--- src/rtl/buzzer_pkg.sv ---
// Shared encodings and default tone constants for the buzzer scheduler.
// Pure declarations; no logic, no latency, no backpressure.
package buzzer_pkg;

  localparam logic [1:0] SRC_NONE  = 2'b00;
  localparam logic [1:0] SRC_BEEP  = 2'b01;
  localparam logic [1:0] SRC_CHIME = 2'b10;
  localparam logic [1:0] SRC_ALARM = 2'b11;

  typedef enum logic [1:0] {
    C_IDLE = 2'd0,
    C_ON   = 2'd1,
    C_GAP  = 2'd2
  } chime_st_t;

  localparam logic [19:0] DEF_CHIME_HP = 20'd113636;
  localparam logic [19:0] DEF_ALARM_HP = 20'd191131;
  localparam logic [19:0] DEF_BEEP_HP  = 20'd20000;

  // 12-hour strike count: midnight and noon strike twelve times.
  function automatic logic [3:0] strike_count(input logic [5:0] hour);
    logic [5:0] h12;
    h12 = hour % 6'd12;
    return (h12 == 6'd0) ? 4'd12 : h12[3:0];
  endfunction

endpackage

--- src/rtl/beep_timer.sv ---
// Retriggerable one-shot: active for LEN cycles after the last trigger.
// Latency: active rises the cycle after trig; no backpressure (trig always accepted).
module beep_timer #(
  parameter int LEN = 100
) (
  input  logic clk,
  input  logic rst,
  input  logic clr,
  input  logic trig,
  output logic active
);

  localparam int W = $clog2(LEN) + 1;

  logic [W-1:0] cnt;

  always_ff @(posedge clk or posedge rst) begin
    if (rst) begin
      cnt <= '0;
    end else if (clr) begin
      cnt <= '0;
    end else if (trig) begin
      cnt <= W'(LEN);
    end else if (cnt != '0) begin
      cnt <= cnt - W'(1);
    end
  end

  assign active = (cnt != '0);

endmodule

--- src/rtl/buzzer_sched.sv ---
// Chime/alarm/beep sequencers with fixed-priority grant of the single tone generator.
// Outputs registered from sequencer state one edge later; triggers are pulses, never stalled.
module buzzer_sched
  import buzzer_pkg::*;
#(
  parameter int          CLK_HZ     = 100_000_000,
  parameter int          BEEP_MS    = 100,
  parameter int          ALARM_SECS = 60,
  parameter logic [19:0] CHIME_HP   = DEF_CHIME_HP,
  parameter logic [19:0] ALARM_HP   = DEF_ALARM_HP,
  parameter logic [19:0] BEEP_HP    = DEF_BEEP_HP
) (
  input  logic        clk,
  input  logic        rst,
  input  logic        en,
  input  logic        tick_1hz,
  input  logic [5:0]  hour,
  input  logic [5:0]  min,
  input  logic [5:0]  sec,
  input  logic        alarm_hit,
  input  logic        alarm_stop,
  input  logic        key_beep,
  output logic [19:0] half_period,
  output logic        tone_on,
  output logic [1:0]  source,
  output logic [3:0]  strikes_left,
  output logic        busy
);

  chime_st_t   c_st;
  logic [3:0]  c_cnt;
  logic        a_act;
  logic [5:0]  a_el;
  logic [5:0]  a_el_inc;
  logic        b_act;
  logic        on_hour;

  assign on_hour  = tick_1hz && (min == 6'd0) && (sec == 6'd0) && (hour < 6'd24);
  assign a_el_inc = a_el + 6'd1;

  // Chime: strike on even seconds after the hour, one gap second between strikes.
  always_ff @(posedge clk or posedge rst) begin
    if (rst) begin
      c_st  <= C_IDLE;
      c_cnt <= 4'd0;
    end else if (!en) begin
      c_st  <= C_IDLE;
      c_cnt <= 4'd0;
    end else if (on_hour) begin
      c_st  <= C_ON;
      c_cnt <= strike_count(hour);
    end else if (tick_1hz) begin
      case (c_st)
        C_ON: begin
          if (c_cnt == 4'd1) begin
            c_st  <= C_IDLE;
            c_cnt <= 4'd0;
          end else begin
            c_st  <= C_GAP;
            c_cnt <= c_cnt - 4'd1;
          end
        end
        C_GAP:   c_st <= C_ON;
        default: c_st <= C_IDLE;
      endcase
    end
  end

  // Alarm: a tick coinciding with the hit starts at elapsed 0 without counting.
  always_ff @(posedge clk or posedge rst) begin
    if (rst) begin
      a_act <= 1'b0;
      a_el  <= 6'd0;
    end else if (!en || alarm_stop) begin
      a_act <= 1'b0;
      a_el  <= 6'd0;
    end else if (alarm_hit) begin
      a_act <= 1'b1;
      a_el  <= 6'd0;
    end else if (a_act && tick_1hz) begin
      if (a_el_inc == 6'(ALARM_SECS)) begin
        a_act <= 1'b0;
        a_el  <= 6'd0;
      end else begin
        a_el <= a_el_inc;
      end
    end
  end

  beep_timer #(
    .LEN (CLK_HZ / 1000 * BEEP_MS)
  ) u_beep (
    .clk    (clk),
    .rst    (rst),
    .clr    (!en),
    .trig   (key_beep),
    .active (b_act)
  );

  logic [1:0]  src_nx;
  logic        on_nx;
  logic [19:0] hp_sel;

  always_comb begin
    src_nx = SRC_NONE;
    on_nx  = 1'b0;
    hp_sel = 20'd0;
    if (a_act) begin
      src_nx = SRC_ALARM;
      on_nx  = ~a_el[0];
      hp_sel = ALARM_HP;
    end else if (c_st != C_IDLE) begin
      // A chime in its gap still holds the grant, keeping the beep masked.
      src_nx = SRC_CHIME;
      on_nx  = (c_st == C_ON);
      hp_sel = CHIME_HP;
    end else if (b_act) begin
      src_nx = SRC_BEEP;
      on_nx  = 1'b1;
      hp_sel = BEEP_HP;
    end
  end

  always_ff @(posedge clk or posedge rst) begin
    if (rst) begin
      half_period  <= 20'd0;
      tone_on      <= 1'b0;
      source       <= SRC_NONE;
      strikes_left <= 4'd0;
      busy         <= 1'b0;
    end else begin
      half_period  <= on_nx ? hp_sel : 20'd0;
      tone_on      <= on_nx;
      source       <= src_nx;
      // The decrement happens on leaving a strike; the gap still counts the next one.
      strikes_left <= c_cnt + {3'd0, (c_st == C_GAP)};
      busy         <= a_act | (c_st != C_IDLE) | b_act;
    end
  end

endmodule

--- config.mk ---
export PLATFORM = sky130hd
export DESIGN_NAME = buzzer_sched
export DESIGN_NICKNAME = d
export VERILOG_FILES = /design/src/rtl/buzzer_pkg.sv /design/src/rtl/beep_timer.sv /design/src/rtl/buzzer_sched.sv
export SDC_FILE = /design/constraint.sdc
export NUM_CORES = 1
export LEC_CHECK = 0
export ABC_CLOCK_PERIOD_IN_PS = 2400
export CAP_MARGIN = 15
export CORE_MARGIN = 1.5
export CORE_UTILIZATION = 40
export DETAILED_ROUTE_END_ITERATION = 12
export HOLD_SLACK_MARGIN = 0.02
export PLACE_DENSITY = 0.73
export SLEW_MARGIN = 20
export SYNTH_ARGS = -nofsm -noshare
export SYNTH_HDL_FRONTEND = slang
export SYNTH_SLANG_ARGS = --single-unit
--- constraint.sdc ---
create_clock -name clk -period 2.4 [get_ports clk]
set_input_delay 0.6 -clock clk [delete_from_list [all_inputs] [get_ports clk]]
set_output_delay 0.6 -clock clk [all_outputs]
set_load 0.02 [all_outputs]
Word-level counts from Yosys, hierarchy flattened
Cells that the tools add are included.
{"block": "op_classes", "n_reduce_logical": 15, "n_eq_ne": 7, "magnitude_cmp": 1, "div_mod_pow": 1, "mux": 32, "bitwise": 3, "n_addsub": 4}
{"operator": "$mux W25", "n": 3}
{"operator": "$reduce_bool A25 Y1", "n": 1}
{"operator": "$sub A25 B1 Y25 const B", "n": 1}
{"operator": "$mux W4", "n": 6}
{"operator": "$mux W6", "n": 4}
{"operator": "$mux W20", "n": 1}
{"operator": "$logic_not A6 Y1", "n": 3}
{"operator": "$mux W18", "n": 1}
{"operator": "$mux W17", "n": 1}
{"operator": "$mux W15", "n": 1}
{"operator": "$mux W2", "n": 6}
{"operator": "$ne A3 B1 Y1 const B", "n": 3}
{"operator": "$mux W1", "n": 8}
{"operator": "$add A6 B1 Y6 const B", "n": 1}
{"operator": "$eq A6 B6 Y1 const B", "n": 1}
{"operator": "$lt A6 B5 Y1 const B", "n": 1}
{"operator": "$mod A6 B4 Y6 const B", "n": 1}
{"operator": "$reduce_bool A3 Y1", "n": 2}
{"operator": "$add A4 B1 Y4", "n": 1}
{"operator": "$eq A4 B1 Y1 const B", "n": 1}
{"operator": "$logic_and A1 B1 Y1", "n": 4}
{"operator": "$pmux W2 S2", "n": 1}
{"operator": "$reduce_and A2 Y1", "n": 2}
{"operator": "$sub A4 B1 Y4 const B", "n": 1}
{"operator": "7 further kinds", "n": 8}
{"block": "word_totals", "regBits": 66, "out_inout_bits": 28, "in_bits": 25}

Depth between registers and ports, before layout
Gate-level depths: netlist of run 1.
{"block": "depth", "depth_word": 6, "depth_mapped": 9, "mapped_depth_nobuf": 7}

Modules after synthesis
From an unflattened synthesis of run 1, not the netlist that was laid out.
{"block": "hier_totals", "hier_cells": 326, "hier_area_um2": 3114.2}
{"mod": "buzzer_sched", "instances": 1, "cells_per_inst": 170, "area_each_um2": 1649.1, "seq_area_each_um2": 700.7}
{"mod": "beep_timer", "instances": 1, "cells_per_inst": 156, "area_each_um2": 1465.2, "seq_area_each_um2": 625.6}

Worst setup path before layout of run 1
No wires, ideal clock.
{"block": "synth_path", "path_kind": "reg2reg", "startpoint": "register u_beep.cnt[0]", "endpoint": "register u_beep.cnt[16]", "setup_slack_ns": -0.035, "synth_period_minus_slack_ns": 2.435, "path_stages_with_launch": 9, "setup_time_ns": 0.066, "arrival_ns": 2.369, "path_buffers": 2, "path_cell_list": "dfrtp_1 inv_1 ha_1 or3b_2 clkbuf_1 or4_4 buf_6 or4_1 nand2_1"}
{"block": "synth_via", "elab_chain_len": 4, "word_cells_on_any_way": 6, "cone_classes": "1 x add/sub; 1 x eq/ne; 3 x mux; 1 x reduce/logical"}
{"item": "from (decl)", "line": "beep_timer.sv:15", "source": "logic [W-1:0] cnt;"}
{"item": "from (signal assigned)", "line": "beep_timer.sv:23", "source": "cnt <= W'(LEN);"}
{"item": "from (signal assigned)", "line": "beep_timer.sv:25", "source": "cnt <= cnt - W'(1);"}
{"item": "$sub A25 B1 Y25", "line": "beep_timer.sv:25"}
{"item": "$mux W25", "line": "beep_timer.sv:24", "source": "end else if (cnt != '0) begin"}
{"item": "$mux W25", "line": "beep_timer.sv:22", "source": "end else if (trig) begin"}
{"item": "$mux W25", "line": "beep_timer.sv:20", "source": "end else if (clr) begin"}
Parallel ways exist; a longest one is shown, timed or not. The select of a mux whose other input is x is not followed.
A chain may end at the register's enable or synchronous reset.

Worst setup path in the final report of run 1
{"block": "layout_path", "startpoint": "register u_beep.cnt[11]", "endpoint": "register u_beep.cnt[18]"}
Same word-level chain as after synthesis.

==> impl_metrics.yaml, run 1 <==
clocking:
  clkTransAtPathRegs_ps: 100
  cts.path.max_buffers: 2
  cts_buffers: 5
  worstSkewPairLatency_ps: 310
  cts_tree: "built"
  cts_sinks: 53
  hold_buffers: 0
  root_buffer: "clkbuf_8"
  htree_levels: 2
floorplan:
  core_um2: 7330
  die_h_um: 90.6
  die_w_um: 90.6
  io_pins: 53
  start_util_pct: 41.8
  rows: 31
  die_area_um2: 8200
logic_synthesis:
  syn_avg_cell_area_um2: 9.49
  syn_inst: 323
  ys_ff_latch: 53
  yosysTopAreaCell: "dfrtp_1"
  synthArstFlopShare_pct: 100
  synth_top_family_by_area: "simple AND/OR/NAND/NOR gates"
  syn-cell-area_um2: 3070
  synthTopCellsByArea: "dfrtp_1 43%, ha_1 5.7%, buf_4 3.2%, o21ai_0 3.1%, nor2_1 3.1%"
  synth.area.mux_share_pct: 1.63
  synth-main-ff-cell: "dfrtp_1"
  yosys_warnings: 0
  synth_edf_count: 0
  synth_compound_area_share_pct: 15.4
  synthSimpleGateAreaFrac_pct: 22.6
  synthXorXnorAreaFrac_pct: 4.28
  synth_top_area_share_pct: 43.2
  seq_area_frac_synth_pct: 43.2
  synthAdderAreaFrac_pct: 5.71
  yosysUniqueCellTypes: 53
detailed_routing:
  viasPerCell: 5.35
  drc: 0
  avgRoutedWirePerCell_um: 13.6
  drtAntennaViolNets: 0
  first_pass_iters: 4
  drt-initial-drc-count: 106
  vias: 2575
  wirelength_um: 6520
timing:
  holdWs_ps: 526
  max_freq_mhz: 433
  skew_ps: 10.0
  finalSetupViolCount: 0
  finalSetupTns_ps: 0
  finalHoldViolations: 0
  fin_crit_ps: 2310
  worst_pin_slew_ps: 581
  post-route-period-util_pct: 96.3
  fin_ws_ps: 88.2
  relSlewSlack_pct: 60.3
  maxSlewViolCount: 0
  grt_setup_unrepaired: "true"
critical_path:
  required_ps: 2640
  start_kind: "flip-flop"
  r2r_start: "u_beep.cnt[11]"
  endpoint_kind: "flip-flop"
  cp.arrival_ps: 2550
  critPathKind: "reg -> reg"
  reg2reg_slack_ps: 90
  crit_fanout: 6
  ff2ff_path_depth: 5
  reg2reg_to: "u_beep.cnt[18]"
power_and_ir_drop:
  power_uw: 2030
  power.density_nw_per_um2: 527
  power.leakage_uw: 0.00168
  ir_drop_v: 0.000239
finish:
  synthToLayoutAreaGrowth_pct: 25.5
  regArea_um2: 1330
  drive_above_1_share_pct: 13.4
  multiInputGateArea_um2: 1540
  final_nets: 420
  final_core_util_pct: 52.5
  fillers: 665
  num_antenna_cells: 0
place:
  dp_slack_ps: 33.2
  globalplace.congestion: 0.855
  hpwl_um: 4850
  io_buffers: 50
global_routing:
  grt_first_pass_wirelength_um: 11400
  grt_start_max_net_pins: 54
  grt_use_total_pct: 16.8
  gr-total-overflow: 0
  antenna_found_initial: 0
  grt_pass1_vias: 2556
hold_path:
  holdCritStartpoint: "u_beep.cnt[7]"
  min_to: "u_beep.cnt[7]"
  hold_path_class: "reg -> reg"
  hold_path_depth: 1
flow_run:
  drv_cap: 0
status:
  status: "finished, final reports clean"
-- critical path: stages, from the launching register on --
cell and delay, ps:
dfrtp_1 390, or4_4 570, or2_1 310, or4_4 500, or4_1 400, nand2_1 80
-- placed cells by master (no fill, tap or decap), types with 4 or more instances in the layout --
| cell | n |
|---|---|
| a21oi_1 | 15 |
| buf_4 | 23 |
| clkbuf_8 | 5 |
| clkdlybuf4s50_1 | 50 |
| dfrtp_1 | 53 |
| ha_1 | 13 |
| inv_1 | 12 |
| mux2i_1 | 5 |
| nand2_1 | 23 |
| nand2b_1 | 5 |
| nand3_1 | 11 |
| nor2_1 | 24 |
| nor3_1 | 9 |
| nor4_1 | 12 |
| o21ai_0 | 19 |
| o21bai_1 | 4 |
| o31ai_1 | 6 |
| or3_1 | 4 |
| or4_1 | 6 |
| or4_4 | 4 |
| xnor2_1 | 7 |
| xor2_1 | 8 |
-- state kept, by name (all words and copies together), names as in the netlist --
signal,count
c_cnt,4
source,2
half_period,7
busy,1
a_el,6
a_act,1
u_beep.cnt,25
strikes_left,4
tone_on,1
c_st,2
-- logic make-up (layout without fill, tap and decap cells) --
logic type	Yosys count	in the layout
compound gates	72	72
xor+xnor	15	15
fa+ha+maj	14	14
buf+inv	38	96
flops	53	53
mux	5	5
other cells	1	2
simple gates	125	125
-- where the power goes --
part | switching (uW) | internal [uW]
clock network | 293 | 314
registers | 38.7 | 932
logic | 235 | 215
-- synthesized netlist by cell type, drive strengths merged (4+ instances only) --
| library cell | instances |
|---|---|
| dfrtp | 53 |
| nor2 | 25 |
| nand2 | 23 |
| o21ai | 19 |
| buf | 17 |
| a21oi | 15 |
| ha | 14 |
| inv | 14 |
| nor4 | 13 |
| or4 | 13 |
| nand3 | 11 |
| nor3 | 9 |
| xor2 | 8 |
| clkbuf | 7 |
| xnor2 | 7 |
| o31ai | 6 |
| or3 | 6 |
| mux2i | 5 |
| nand2b | 5 |
| o21bai | 4 |
| or2 | 4 |
-- layer usage --
metal | global-route usage [%] | vias up | share of wire (%)
li1 | - | 1263 | -
met1 | 21.3 | 1244 | 46
met2 | 29.1 | 63 | 49
met3 | 2.44 | 5 | 3.7
met4 | 6.22 | 0 | 1.0
met5 | 0 | - | 0
-- what timing repair did --
| item | in CTS | in global routing |
|---|---|---|
| endpoints found under the hold margin | 0 | 0 |
| setup endpoints to repair | 0 | 8 |
| resized for setup | 0 | 2 |
| setup buffers | 0 | 0 |
-- cell type report --
type,instances,share of cell area (%)
Clock buffer,6,1.88
Clock inverter,2,1.01
Inverter,14,1.36
Multi-Input combinational cell,233,40.1
Sequential cell,53,34.4
Tap cell,99,3.22
Timing Repair Buffer,74,18.0
-- metrics by stage --
step / std cells / area, um2
after global placement: 473 / 3730
after global routing: 481 / 3850
final: 481 / 3850
after floorplan: 324 / 3090
after CTS: 481 / 3840
after detailed placement: 473 / 3730
-- how the worst max path moves through the flow --
stage | from | end | slack [ps] | depth (start not counted)
floorplan | u_beep.cnt[0] | u_beep.cnt[16] | 60 | 8
global placement | en | a_el[3] | 80 | 5
detailed placement | en | a_el[3] | 30 | 5
CTS | u_beep.cnt[11] | u_beep.cnt[18] | 100 | 5
global route | u_beep.cnt[0] | u_beep.cnt[22] | -2 | 6
finish | u_beep.cnt[11] | u_beep.cnt[18] | 90 | 5
(Power assumes the default switching activity.)
==> run 2: changes to the inputs <==
CORE_UTILIZATION = 48   (was 40)
PLACE_DENSITY = 0.83   (was 0.73)
==> impl_metrics.yaml, run 2 (same netlist as run 1, synthesis figures left out) <==
status:
  status: "finished, final reports clean"
critical_path:
  slowest_stage: "or4_4"
  critPathBufInv: 0
  required_ps: 2640
  cp_cell_sequence: "or4_4 > or4_4 > or4_1 > a21oi_1"
  critPathKind: "reg -> reg"
  crit_fanout: 11
  path_common_cell: "or4_4"
  cp.arrival_ps: 2530
  crit_family: "simple AND/OR/NAND/NOR gates"
  endpoint_kind: "flip-flop"
  start_kind: "flip-flop"
  slowest_delay_ps: 630
global_routing:
  grt_start_max_net_pins: 54
  gr-total-overflow: 0
  grt_first_pass_wirelength_um: 11800
  grt_use_total_pct: 20.7
  antenna_found_initial: 0
  grt_pass1_vias: 2570
finish:
  largest_reg_flops: 25
  regArea_um2: 1330
  synthToLayoutAreaGrowth_pct: 24.6
  num_antenna_cells: 0
  multiInputGateArea_um2: 1530
  drive_above_1_share_pct: 13.1
  layout_common_cells: "53 x dfrtp_1, 50 x clkdlybuf4s50_1, 25 x nor2_1"
  fin_area_um2: 3820
  top_register: "u_beep.cnt"
  final_common_cell: "dfrtp_1"
  final_nets: 420
  fillers: 471
  top_regs: "u_beep.cnt x25, half_period x7, a_el x6"
detailed_routing:
  vias: 2633
  top_layer_used: "met4"
  drtAntennaViolNets: 0
  drt-initial-drc-count: 214
  drc: 0
  first_pass_iters: 5
  wl_met3_um: 393
  wl_met2_um: 3350
  avgRoutedWirePerCell_um: 14.7
  viasPerCell: 5.76
  wirelength_um: 6700
  wl_met1_um: 2820
power_and_ir_drop:
  power.switching_uw: 562
  power.density_nw_per_um2: 535
  pwr-share-seq_pct: 47.6
  pwr-share-clk_pct: 30.7
  swShare_pct: 27.5
  power_frac_comb_pct: 21.7
  ir_drop_v: 0.000333
  power.leakage_uw: 0.00168
  p_int_uw: 1480
clocking:
  cts_tree: "built"
  cts_resized: 0
  worstSkewPairLatency_ps: 310
  htree_levels: 2
  cts_buffers: 5
  clkTransAtPathRegs_ps: 90
  cts.path.max_buffers: 2
  root_buffer: "clkbuf_8"
  cts_sinks: 53
timing:
  fin_ws_ps: 105
  fin_crit_ps: 2290
  post-route-period-util_pct: 95.6
  maxSlewViolCount: 0
  finalHoldViolations: 0
  max_freq_mhz: 436
  finalSetupViolCount: 0
  skew_ps: 8.02
  relSlewSlack_pct: 56.0
  grt_setup_unrepaired: "false"
  worst_pin_slew_ps: 644
floorplan:
  io_pins: 53
  die_h_um: 82.9
  rows: 28
  die_w_um: 82.9
  core_um2: 6060
  start_util_pct: 50.6
  die_area_um2: 6880
flow_run:
  drv_cap: 0
place:
  io_buffers: 50
  dp_slack_ps: -20.6
  place_area_um2: 3690
  globalplace.congestion: 0.923
  hpwl_um: 4870
hold_path:
  hold_path_class: "reg -> reg"
-- run 2: cell types whose count changed in the layout (fill, tap and decap cells not counted), sizes merged --
cell,before,now
clkinv,1,0
clkinvlp,0,1
-- run 2: timing repair --
item                                   4_1_cts  5_1_grt
setup endpoints to repair                    0        2
hold buffers                                 0        0
endpoints found under the hold margin        0        0
buffers inserted                             0        1
-- run 2: power by group through the flow --
stage,Combinational [uW],Clock (uW),Sequential [uW]
detailed placement,438,0,989
global placement,428,0,986
floorplan,284,0,994
CTS,441,643,972
global route,493,673,980
finish,444,626,973
-- run 2: area by class of cell --
cell class | count | share of cell area [%]
clock inverters | 2 | 0.983
flip-flops and latches | 53 | 34.7
multi-input cells | 233 | 40.2
well taps | 75 | 2.46
inverters | 14 | 1.38
clock buffers | 6 | 2.16
repair buffers | 74 | 18.1
-- run 2: path summary, 6_finish.rpt --
check | slack, ps | endpoint | from | depth (start not counted)
max | 110 | u_beep.cnt[22] | u_beep.cnt[5] | 4
min reg2reg | 520 | u_beep.cnt[24] | u_beep.cnt[24] | 2
max in group asynchronous | 1510 | u_beep.cnt[15] | rst | 3
min in group asynchronous | 640 | a_act | rst | 3
min | 520 | u_beep.cnt[24] | u_beep.cnt[24] | 2
max reg2reg | 110 | u_beep.cnt[22] | u_beep.cnt[5] | 4
-- run 2: tightest hold or removal path, delay by kind of cell (launching register included) --
kind          cells  cell delay (ps)
flops             1              390
simple gates      2              100
-- run 2: routing by layer --
layer  vias up  track usage [%]
li1       1274                -
met1      1232             26.2
met5         -                0
met4         0             6.97
met3        12             4.17
met2       115             35.3
-- run 2: stage by stage --
step	std cells	total power, uW	setup TNS (ps)	util, %	hold slack (ps)
after floorplan	324	1280	0	-	471
after global placement	448	1410	0	60.9	500
after detailed placement	448	1430	-20.6	60.9	511
after CTS	456	2060	0	62.9	523
after global routing	457	2150	0	63.0	543
final	457	2040	0	63.0	521
